**config.mk**
```make
export PLATFORM = sky130hd
export DESIGN_NAME = enemy_projectile_controller
export DESIGN_NICKNAME = d
export VERILOG_FILES = /design/src/rtl/enemy_projectile_controller.sv
export SDC_FILE = /design/constraint.sdc
export NUM_CORES = 1
export LEC_CHECK = 0
export ABC_AREA = 1
export CELL_PAD_IN_SITES_DETAIL_PLACEMENT = 1
export CELL_PAD_IN_SITES_GLOBAL_PLACEMENT = 2
export CORE_MARGIN = 2
export CORE_UTILIZATION = 32
export DETAILED_ROUTE_END_ITERATION = 16
export PLACE_DENSITY_LB_ADDON = 0.1
export SLEW_MARGIN = 20
export SYNTH_ARGS = -nofsm -noshare
export SYNTH_HDL_FRONTEND = slang
export SYNTH_SLANG_ARGS = --single-unit
```
**constraint.sdc**
```tcl
create_clock -name clk_master -period 2.85 [get_ports clk_master]
set_input_delay 0.7125 -clock clk_master [delete_from_list [all_inputs] [get_ports clk_master]]
set_output_delay 0.7125 -clock clk_master [all_outputs]
set_load 0.05 [all_outputs]
```
**src/rtl/enemy_projectile_controller.sv**
```systemverilog
// Enemy projectile spawner/mover with player-hit detection (three slots).
// Optional PROJ_INVULN_EN: post-hit invulnerability window in step pulses.
module enemy_projectile_controller #(
    parameter int PLAYER_Y  = 440,
    parameter int PLAYER_W  = 32,
    parameter int PLAYER_H  = 16,
    parameter int PROJ_W    = 4,
    parameter int PROJ_H    = 8,
    parameter int PROJ_STEP = 4,
    parameter int SCREEN_H  = 480
`ifdef PROJ_INVULN_EN
    ,
    parameter int INVULN_STEPS = 30
`endif
) (
    input  logic       clk_master,
    input  logic       rst_n,
    input  logic       pulse_stepCycle,
    input  logic       fire_req,
    input  logic [9:0] fire_x,
    input  logic [8:0] fire_y,
    input  logic [9:0] playerX,
    output logic [9:0] proj1X,
    output logic [9:0] proj2X,
    output logic [9:0] proj3X,
    output logic [8:0] proj1Y,
    output logic [8:0] proj2Y,
    output logic [8:0] proj3Y,
    output logic [2:0] projActive,
    output logic       playerHit,
    output logic       fire_drop
);

    localparam logic [1:0] IDLE  = 2'd0;
    localparam logic [1:0] MOVE  = 2'd1;
    localparam logic [1:0] CHECK = 2'd2;

    localparam logic [10:0] PLW  = 11'(PLAYER_W);
    localparam logic [10:0] PRW  = 11'(PROJ_W);
    localparam logic [10:0] PRH  = 11'(PROJ_H);
    localparam logic [10:0] PTOP = 11'(PLAYER_Y);
    localparam logic [10:0] PBOT = 11'(PLAYER_Y + PLAYER_H);
    localparam logic [9:0]  STEP = 10'(PROJ_STEP);
    localparam logic [9:0]  SCR  = 10'(SCREEN_H);

    logic [1:0] state;
    logic [9:0] px [3];
    logic [8:0] py [3];
    logic [2:0] act;

    logic       pend_v;
    logic [9:0] pend_x;
    logic [8:0] pend_y;

    logic       idle;
    logic       direct;
    logic       need_pend;
    logic       pend_take;
    logic       do_load;
    logic       any_free;
    logic       drop;
    logic       hit_any;
    logic       hit_pulse;
    logic [1:0] free_idx;
    logic [9:0] ld_x;
    logic [8:0] ld_y;
    logic [9:0] ysum [3];
    logic [2:0] hit;
    logic [10:0] pl_lo;
    logic [10:0] pl_hi;

    function automatic logic overlap(input logic [9:0]  x,
                                     input logic [8:0]  y,
                                     input logic [10:0] lo,
                                     input logic [10:0] hi);
        logic [10:0] x11;
        logic [10:0] y11;
        x11 = {1'b0, x};
        y11 = {2'b0, y};
        return (x11 < hi) && ((x11 + PRW) > lo) &&
               (y11 < PBOT) && ((y11 + PRH) > PTOP);
    endfunction

    assign idle      = (state == IDLE);
    // A request that cannot load now goes to the one-deep pending buffer,
    // which is always freed during an IDLE cycle.
    assign direct    = idle && fire_req && !pulse_stepCycle && !pend_v;
    assign need_pend = fire_req && !direct;
    assign pend_take = need_pend && (!pend_v || idle);
    assign do_load   = idle && (pend_v || direct);
    assign ld_x      = pend_v ? pend_x : fire_x;
    assign ld_y      = pend_v ? pend_y : fire_y;
    assign drop      = (do_load && !any_free) || (need_pend && !pend_take);

    always_comb begin
        free_idx = 2'd0;
        any_free = 1'b1;
        if (!act[0])      free_idx = 2'd0;
        else if (!act[1]) free_idx = 2'd1;
        else if (!act[2]) free_idx = 2'd2;
        else              any_free = 1'b0;
    end

    assign pl_lo = {1'b0, playerX};
    assign pl_hi = pl_lo + PLW;

    always_comb begin
        for (int i = 0; i < 3; i++) begin
            ysum[i] = {1'b0, py[i]} + STEP;
            hit[i]  = act[i] && overlap(px[i], py[i], pl_lo, pl_hi);
        end
    end

    assign hit_any = (state == CHECK) && (|hit);

`ifdef PROJ_INVULN_EN
    logic [7:0] inv_cnt;

    assign hit_pulse = hit_any && (inv_cnt == 8'd0);

    always_ff @(posedge clk_master or negedge rst_n) begin
        if (!rst_n) begin
            inv_cnt <= 8'd0;
        end else if (hit_pulse) begin
            inv_cnt <= 8'(INVULN_STEPS);
        end else if (state == MOVE && inv_cnt != 8'd0) begin
            inv_cnt <= inv_cnt - 8'd1;
        end
    end
`else
    assign hit_pulse = hit_any;
`endif

    always_ff @(posedge clk_master or negedge rst_n) begin
        if (!rst_n) begin
            state     <= IDLE;
            act       <= 3'b000;
            pend_v    <= 1'b0;
            pend_x    <= 10'd0;
            pend_y    <= 9'd0;
            playerHit <= 1'b0;
            fire_drop <= 1'b0;
            for (int i = 0; i < 3; i++) begin
                px[i] <= 10'd0;
                py[i] <= 9'd0;
            end
        end else begin
            playerHit <= hit_pulse;
            fire_drop <= drop;
            if (pend_take) begin
                pend_v <= 1'b1;
                pend_x <= fire_x;
                pend_y <= fire_y;
            end else if (idle && pend_v) begin
                pend_v <= 1'b0;
            end
            unique case (state)
                IDLE: begin
                    if (pulse_stepCycle) state <= MOVE;
                    if (do_load && any_free) begin
                        act[free_idx] <= 1'b1;
                        px[free_idx]  <= ld_x;
                        py[free_idx]  <= ld_y;
                    end
                end
                MOVE: begin
                    state <= CHECK;
                    for (int i = 0; i < 3; i++) begin
                        if (act[i]) begin
                            if (ysum[i] >= SCR) begin
                                act[i] <= 1'b0;
                                px[i]  <= 10'd0;
                                py[i]  <= 9'd0;
                            end else begin
                                py[i] <= ysum[i][8:0];
                            end
                        end
                    end
                end
                CHECK: begin
                    state <= IDLE;
                    for (int i = 0; i < 3; i++) begin
                        if (hit[i]) begin
                            act[i] <= 1'b0;
                            px[i]  <= 10'd0;
                            py[i]  <= 9'd0;
                        end
                    end
                end
                default: state <= IDLE;
            endcase
        end
    end

    assign proj1X     = px[0];
    assign proj2X     = px[1];
    assign proj3X     = px[2];
    assign proj1Y     = py[0];
    assign proj2Y     = py[1];
    assign proj3Y     = py[2];
    assign projActive = act;

endmodule

```
# Word-level counts from Yosys, hierarchy flattened

Index checks and enable logic that the tools add are counted.

Bits in registers: 84
Bits of input ports: 33
Output and inout bits: 62
Word-level logic and storage cells: 158

$add $sub $neg: 10
Order comparisons: 19
Eq/ne operators: 13
Mux-type cells: 53
Bitwise logic cells: 2
Reduce and logical (&&, ||, !) cells: 46

Operators with widths:

| operator              | count |
|---|---|
| $mux 10               | 11 |
| $mux 9                | 11 |
| $pmux 30 s3           | 1 |
| $pmux 27 s3           | 1 |
| $add 10x3->11 const B | 3 |
| $gt 11x10->1          | 3 |
| $lt 10x11->1          | 3 |
| $add 9x3->10 const B  | 3 |
| $add 9x4->10 const B  | 3 |
| $bwmux 30             | 1 |
| $ge 10x9->1 const B   | 3 |
| $gt 10x9->1 const B   | 3 |
| $mux 30               | 1 |
| $bwmux 27             | 1 |
| $lt 9x9->1 const B    | 3 |
| $mux 27               | 1 |
| $logic_and 1x1->1     | 25 |
| $demux 10 s2          | 1 |
| $ne 2x2->1 const B    | 10 |
| $demux 9 s2           | 1 |
| $mux 1                | 15 |
| $reduce_and 5->1      | 3 |
| $reduce_and 4->1      | 3 |
| $add 10x6->11 const B | 1 |
| other kinds (21)      | 32 |

# Logic depth before layout (Yosys ltp)

Depth after elaboration: 11
Mapped depth: 18
Mapped depth without buffers: 18

# Worst setup path after synthesis

Ideal clock, no wire load.

Path type: reg-to-reg
From: register px (netlist bit proj3X[4])
To: register px (netlist bit proj3X[7])
Setup time: 118 ps
Arrival time: 2696 ps
Data required time: 2732 ps
Setup slack: 36 ps
Cell stages (with the launch flop): 17
Period minus slack after synthesis: 2814 ps
Cell sequence: dfrtp_1 -> nand3_1 -> nor3b_1 -> nand3_1 -> xnor2_1 -> ha_1 -> inv_1 -> nor2_1 -> nand3b_1 -> nor2_1 -> nor2_1 -> nand2_1 -> o21ai_2 -> nand4_2 -> buf_2 -> nand2_1 -> nand2_1

Word-level cells in the longest chain between the ends: 8
Elaborated cells between the ends (all ways): 9
Classes of those cells: add/sub (1); order compare (2); eq/ne (1); reduce/logical (5)

RTL lines:

| element                               | RTL line | RTL |
|---|---|---|
| start, declared                       | 47       | `logic [9:0] px [3];` |
| start signal, assigned by index       | 162      | `px[free_idx] <= ld_x;` |
| $add 10x3->11                         | 80       | `return (x11 < hi) && ((x11 + PRW) > lo) &&` |
| $gt 11x10->1                          | 80       |  |
| $logic_and 1x1->1 (*) (2 in a row)    | 80       |  |
| $logic_and 1x1->1 (*)                 | 81       | `(y11 < PBOT) && ((y11 + PRH) > PTOP);` |
| $logic_and 1x1->1 (*)                 | 110      | `hit[i] = act[i] && overlap(px[i], py[i], pl_lo, pl_hi);` |
| $ne 2x2->1 (no source line) (*)       | -        |  |
| $reduce_and 5->1 (no source line) (*) | -        |  |

Mark *: on every way between the ends. The rest lies on a longest branch, timed or not.
A chain may end at the register's enable or synchronous reset.

# Worst setup path after layout

From: input playerX[6]
To: register px (netlist bit proj1X[2])

Word-level cells in the longest chain between the ends: 8
Elaborated cells between the ends (all ways): 9
Classes of those cells: add/sub (1); order compare (2); eq/ne (1); reduce/logical (5)

RTL lines:

| element                               | RTL line | RTL |
|---|---|---|
| start, declared                       | 22       | `input logic [9:0] playerX,` |
| $add 10x6->11                         | 105      | `assign pl_hi = pl_lo + PLW;` |
| $lt 10x11->1                          | 80       |  |
| $logic_and 1x1->1 (*) (2 in a row)    | 80       |  |
| $logic_and 1x1->1 (*)                 | 81       |  |
| $logic_and 1x1->1 (*)                 | 110      |  |
| $ne 2x2->1 (no source line) (*)       | -        |  |
| $reduce_and 5->1 (no source line) (*) | -        |  |

Marks and branches as above.

==> reports/metrics.cfg <==
[synth]
ys_warn_count=0
synth_area_per_cell_um2=6.99
netlist_area_um2=7110
synthTopCellsByArea=dfrtp_1 (30%), nand2_1 (15%), ha_1 (14%), inv_1 (5.4%), nor2_1 (5.4%)
yosysTopAreaCell=dfrtp_1
synthCells=1017
ys_seq_elements=84
yosysTopAreaCellShare_pct=29.6
ys_types=42
ys_seq_area_share_pct=29.6
syn_nets=1127

[clock_network]
insertion_delay_ns=0.36
cts_inserted_buffers=9
tritoncts=built
clk_pin_slew_ns=0.08
clockBufferDepth=2
h-tree-depth=3
root_buffer=clkbuf_16
cts_sinks=84
holdBufCountCts=0

[sta]
timing.final.ws_setup_ns=0.152
final.min_clock_period_ns=2.70
finClkSkew_ns=0.0105
finalCritPeriodShare_pct=94.7
fmax_mhz=371
finalHoldViolCount=0
worst_slew_pin_slew_ns=0.844
timing.slew.headroom_pct=43.8
setup_viol=0
drv_slew=0

[route]
viasPerCell=4.94
vias=7149
drtIter0Drc=244
drc=0
wirelength_mm=24.4
ant_nets=0
drt_pass1_iterations=4
route.detailed.wl_per_inst_um=16.9

[global_routing]
antenna_found_initial=0
grtUsageTotal_pct=20.7
grt_pass1_vias=7078
gr-total-overflow=0
grt_start_max_net_pins=39
grt_pass1_wl_mm=38.6

[setup_path]
arrival_ns=3.00
crit_required_ns=3.15
crit_fanout=6
crit_path_start_kind=primary input
path_class=primary input to register
worst_setup_path_end_kind=register

[pwr]
p_switching_uw=5150
p_per_area_nw_per_um2=1010
power.leakage_uw=0.00476
p_seq_share_pct=22.0
netSwitchingFraction_pct=53.6
p_int_uw=4460
clkPwrFrac_pct=12.6
ir_drop_mv=0.534
comb_power_share_pct=65.4

[final_layout]
drive_gt1_share_pct=16.0
diodes=0
instances_no_fill=1446
syn_to_final_growth_pct=34.0
nets=1271

[run_status]
status=finished clean

[placed_design]
gp_congestion=0.813
io_buffers=94
dp.cells=1415
dp_hpwl_mm=18.9
place_ws_ns=-0.607

[floorplan]
coreArea_um2=21800
die_area_um2=23400
die_h_um=153
rows=54
die_x_um=153
ios=95
initial_utilization_pct=32.6

[run]
max_cap_viol_count=0

[hold_path]
hold_path_class=primary input to asynchronous set/reset pin

## state kept, by name, summed over array words and instances (netlist names)
register / count
proj3Y: 9
fire_drop: 1
proj1Y: 9
proj2Y: 9
proj3X: 10
playerHit: 1
proj2X: 10
projActive: 3
pend_y: 9
proj1X: 10
pend_x: 10
pend_v: 1
state: 2
## cells in the mapped netlist
master / instances
a21boi_0: 1
a21o_1: 5
a21oi_1: 26
a21oi_4: 2
a22oi_1: 1
buf_1: 1
buf_2: 13
buf_4: 7
buf_6: 4
clkbuf_1: 13
clkinv_1: 4
dfrtp_1: 84
ha_1: 77
inv_1: 103
inv_2: 8
nand2_1: 286
nand2_2: 6
nand3_1: 76
nand3_2: 3
nand3b_1: 5
nand4_1: 54
nand4_2: 3
nor2_1: 103
nor2_2: 10
nor2_4: 2
nor2_8: 1
nor3_1: 6
nor3b_1: 1
o2111ai_1: 1
o211ai_1: 1
o21a_1: 2
o21ai_0: 59
o21ai_1: 5
o21ai_2: 1
o21bai_1: 2
o22a_1: 1
o22ai_1: 2
o31ai_1: 2
or2_1: 1
or2_2: 1
xnor2_1: 8
xor2_1: 26
## timing repair
action	in CTS	in global routing
pin swaps	6	34
endpoints found under the setup margin	60	61
setup buffers	2	8
gates cloned	2	3
gates resized for setup	15	80
## worst paths after layout
path	from	to	slack [ns]	depth (start not counted)
hold / removal	rst_n	proj3Y[8]$_DFFE_PN0P_	0.35	1
min in group clk_master	pend_y[2]$_DFFE_PN0P_	pend_y[2]$_DFFE_PN0P_	0.49	2
hold reg to reg	pend_y[2]$_DFFE_PN0P_	pend_y[2]$_DFFE_PN0P_	0.49	2
max in group asynchronous	rst_n	proj2X[4]$_DFFE_PN0P_	1.84	2
setup / recovery	playerX[6]	proj1X[2]$_DFFE_PN0P_	0.15	15
setup reg to reg	proj3X[2]$_DFFE_PN0P_	proj3X[2]$_DFFE_PN0P_	0.19	18
## metrics by stage
step | util (%) | TNS [ns] | cell area [µm²] | hold WS (ns) | power (µW)
2_1_floorplan | - | 0 | 7110 | 0.417 | 5850
3_3_place_gp | 39.8 | -27.71 | 8690 | 0.461 | 7840
3_5_place_dp | 39.8 | -30.37 | 8690 | 0.472 | 7900
4_1_cts | 41.8 | 0 | 9110 | 0.360 | 9350
5_1_grt | 43.7 | -0.419 | 9530 | 0.381 | 10400
6_report | 43.7 | 0 | 9530 | 0.347 | 9610
## layer usage
layer / GRT usage [%] / routed length [µm] / vias to the layer above
li1: - / - / 3606
met1: 26.7 / 11100 / 3403
met2: 36.3 / 12200 / 116
met3: 1.96 / 642 / 24
met4: 6.79 / 495 / 0
met5: 0 / 0 / -
## layout make-up
type | count | area [µm²]
repair buffers | 171 | 1660
clock buffers | 9 | 225
fillers | 2741 | 12300
multi-input cells | 780 | 4680
well taps | 280 | 350
inverters | 115 | 439
clock inverters | 7 | 76.3
flip-flops and latches | 84 | 2110
## cells in the final DEF, fill, tap and decap left out, types with 7 or more instances in the layout
cell	count
nand2_1	274
inv_1	99
nor2_1	90
clkdlybuf4s50_1	86
dfrtp_1	80
nand3_1	72
ha_1	67
buf_4	63
o21ai_0	55
nand4_1	54
xor2_1	24
a21oi_1	23
nor2_2	18
nand2_2	16
inv_2	10
clkbuf_16	10
buf_6	9
xnor2_1	8
o21ai_1	8
nor2_4	7
ha_4	7
## power groups by stage
| stage | Clock [µW] | Combinational, µW | Sequential, µW |
|---|---|---|---|
| after global routing | 1280 | 6890 | 2190 |
| after floorplan | 0 | 3150 | 2710 |
| after global placement | 0 | 5710 | 2130 |
| final | 1210 | 6280 | 2120 |
| after CTS | 1240 | 5990 | 2120 |
| after detailed placement | 0 | 5770 | 2130 |
## logic make-up after synthesis
logic type	count (synthesis)	synth area share [%]
AND/OR/NAND/NOR	558	34.8
buffers and inverters	153	9.09
AO/OA/AOI/OAI	111	8.81
flip-flops	84	29.6
adder cells (fa/ha/maj)	77	13.5
XOR/XNOR	34	4.19
## critical path: stages
cell	delay (ns)
clkdlybuf4s15_1	0.23
nand2_2	0.09
nor2_4	0.15
xor2_4	0.23
buf_4	0.15
ha_1	0.24
a21oi_2	0.15
or2_1	0.15
nand3_4	0.11
nor2_4	0.16
nor2_4	0.06
nor2_8	0.20
buf_12	0.14
nand4_1	0.12
nand2_1	0.10
(Power assumes the default switching activity.)
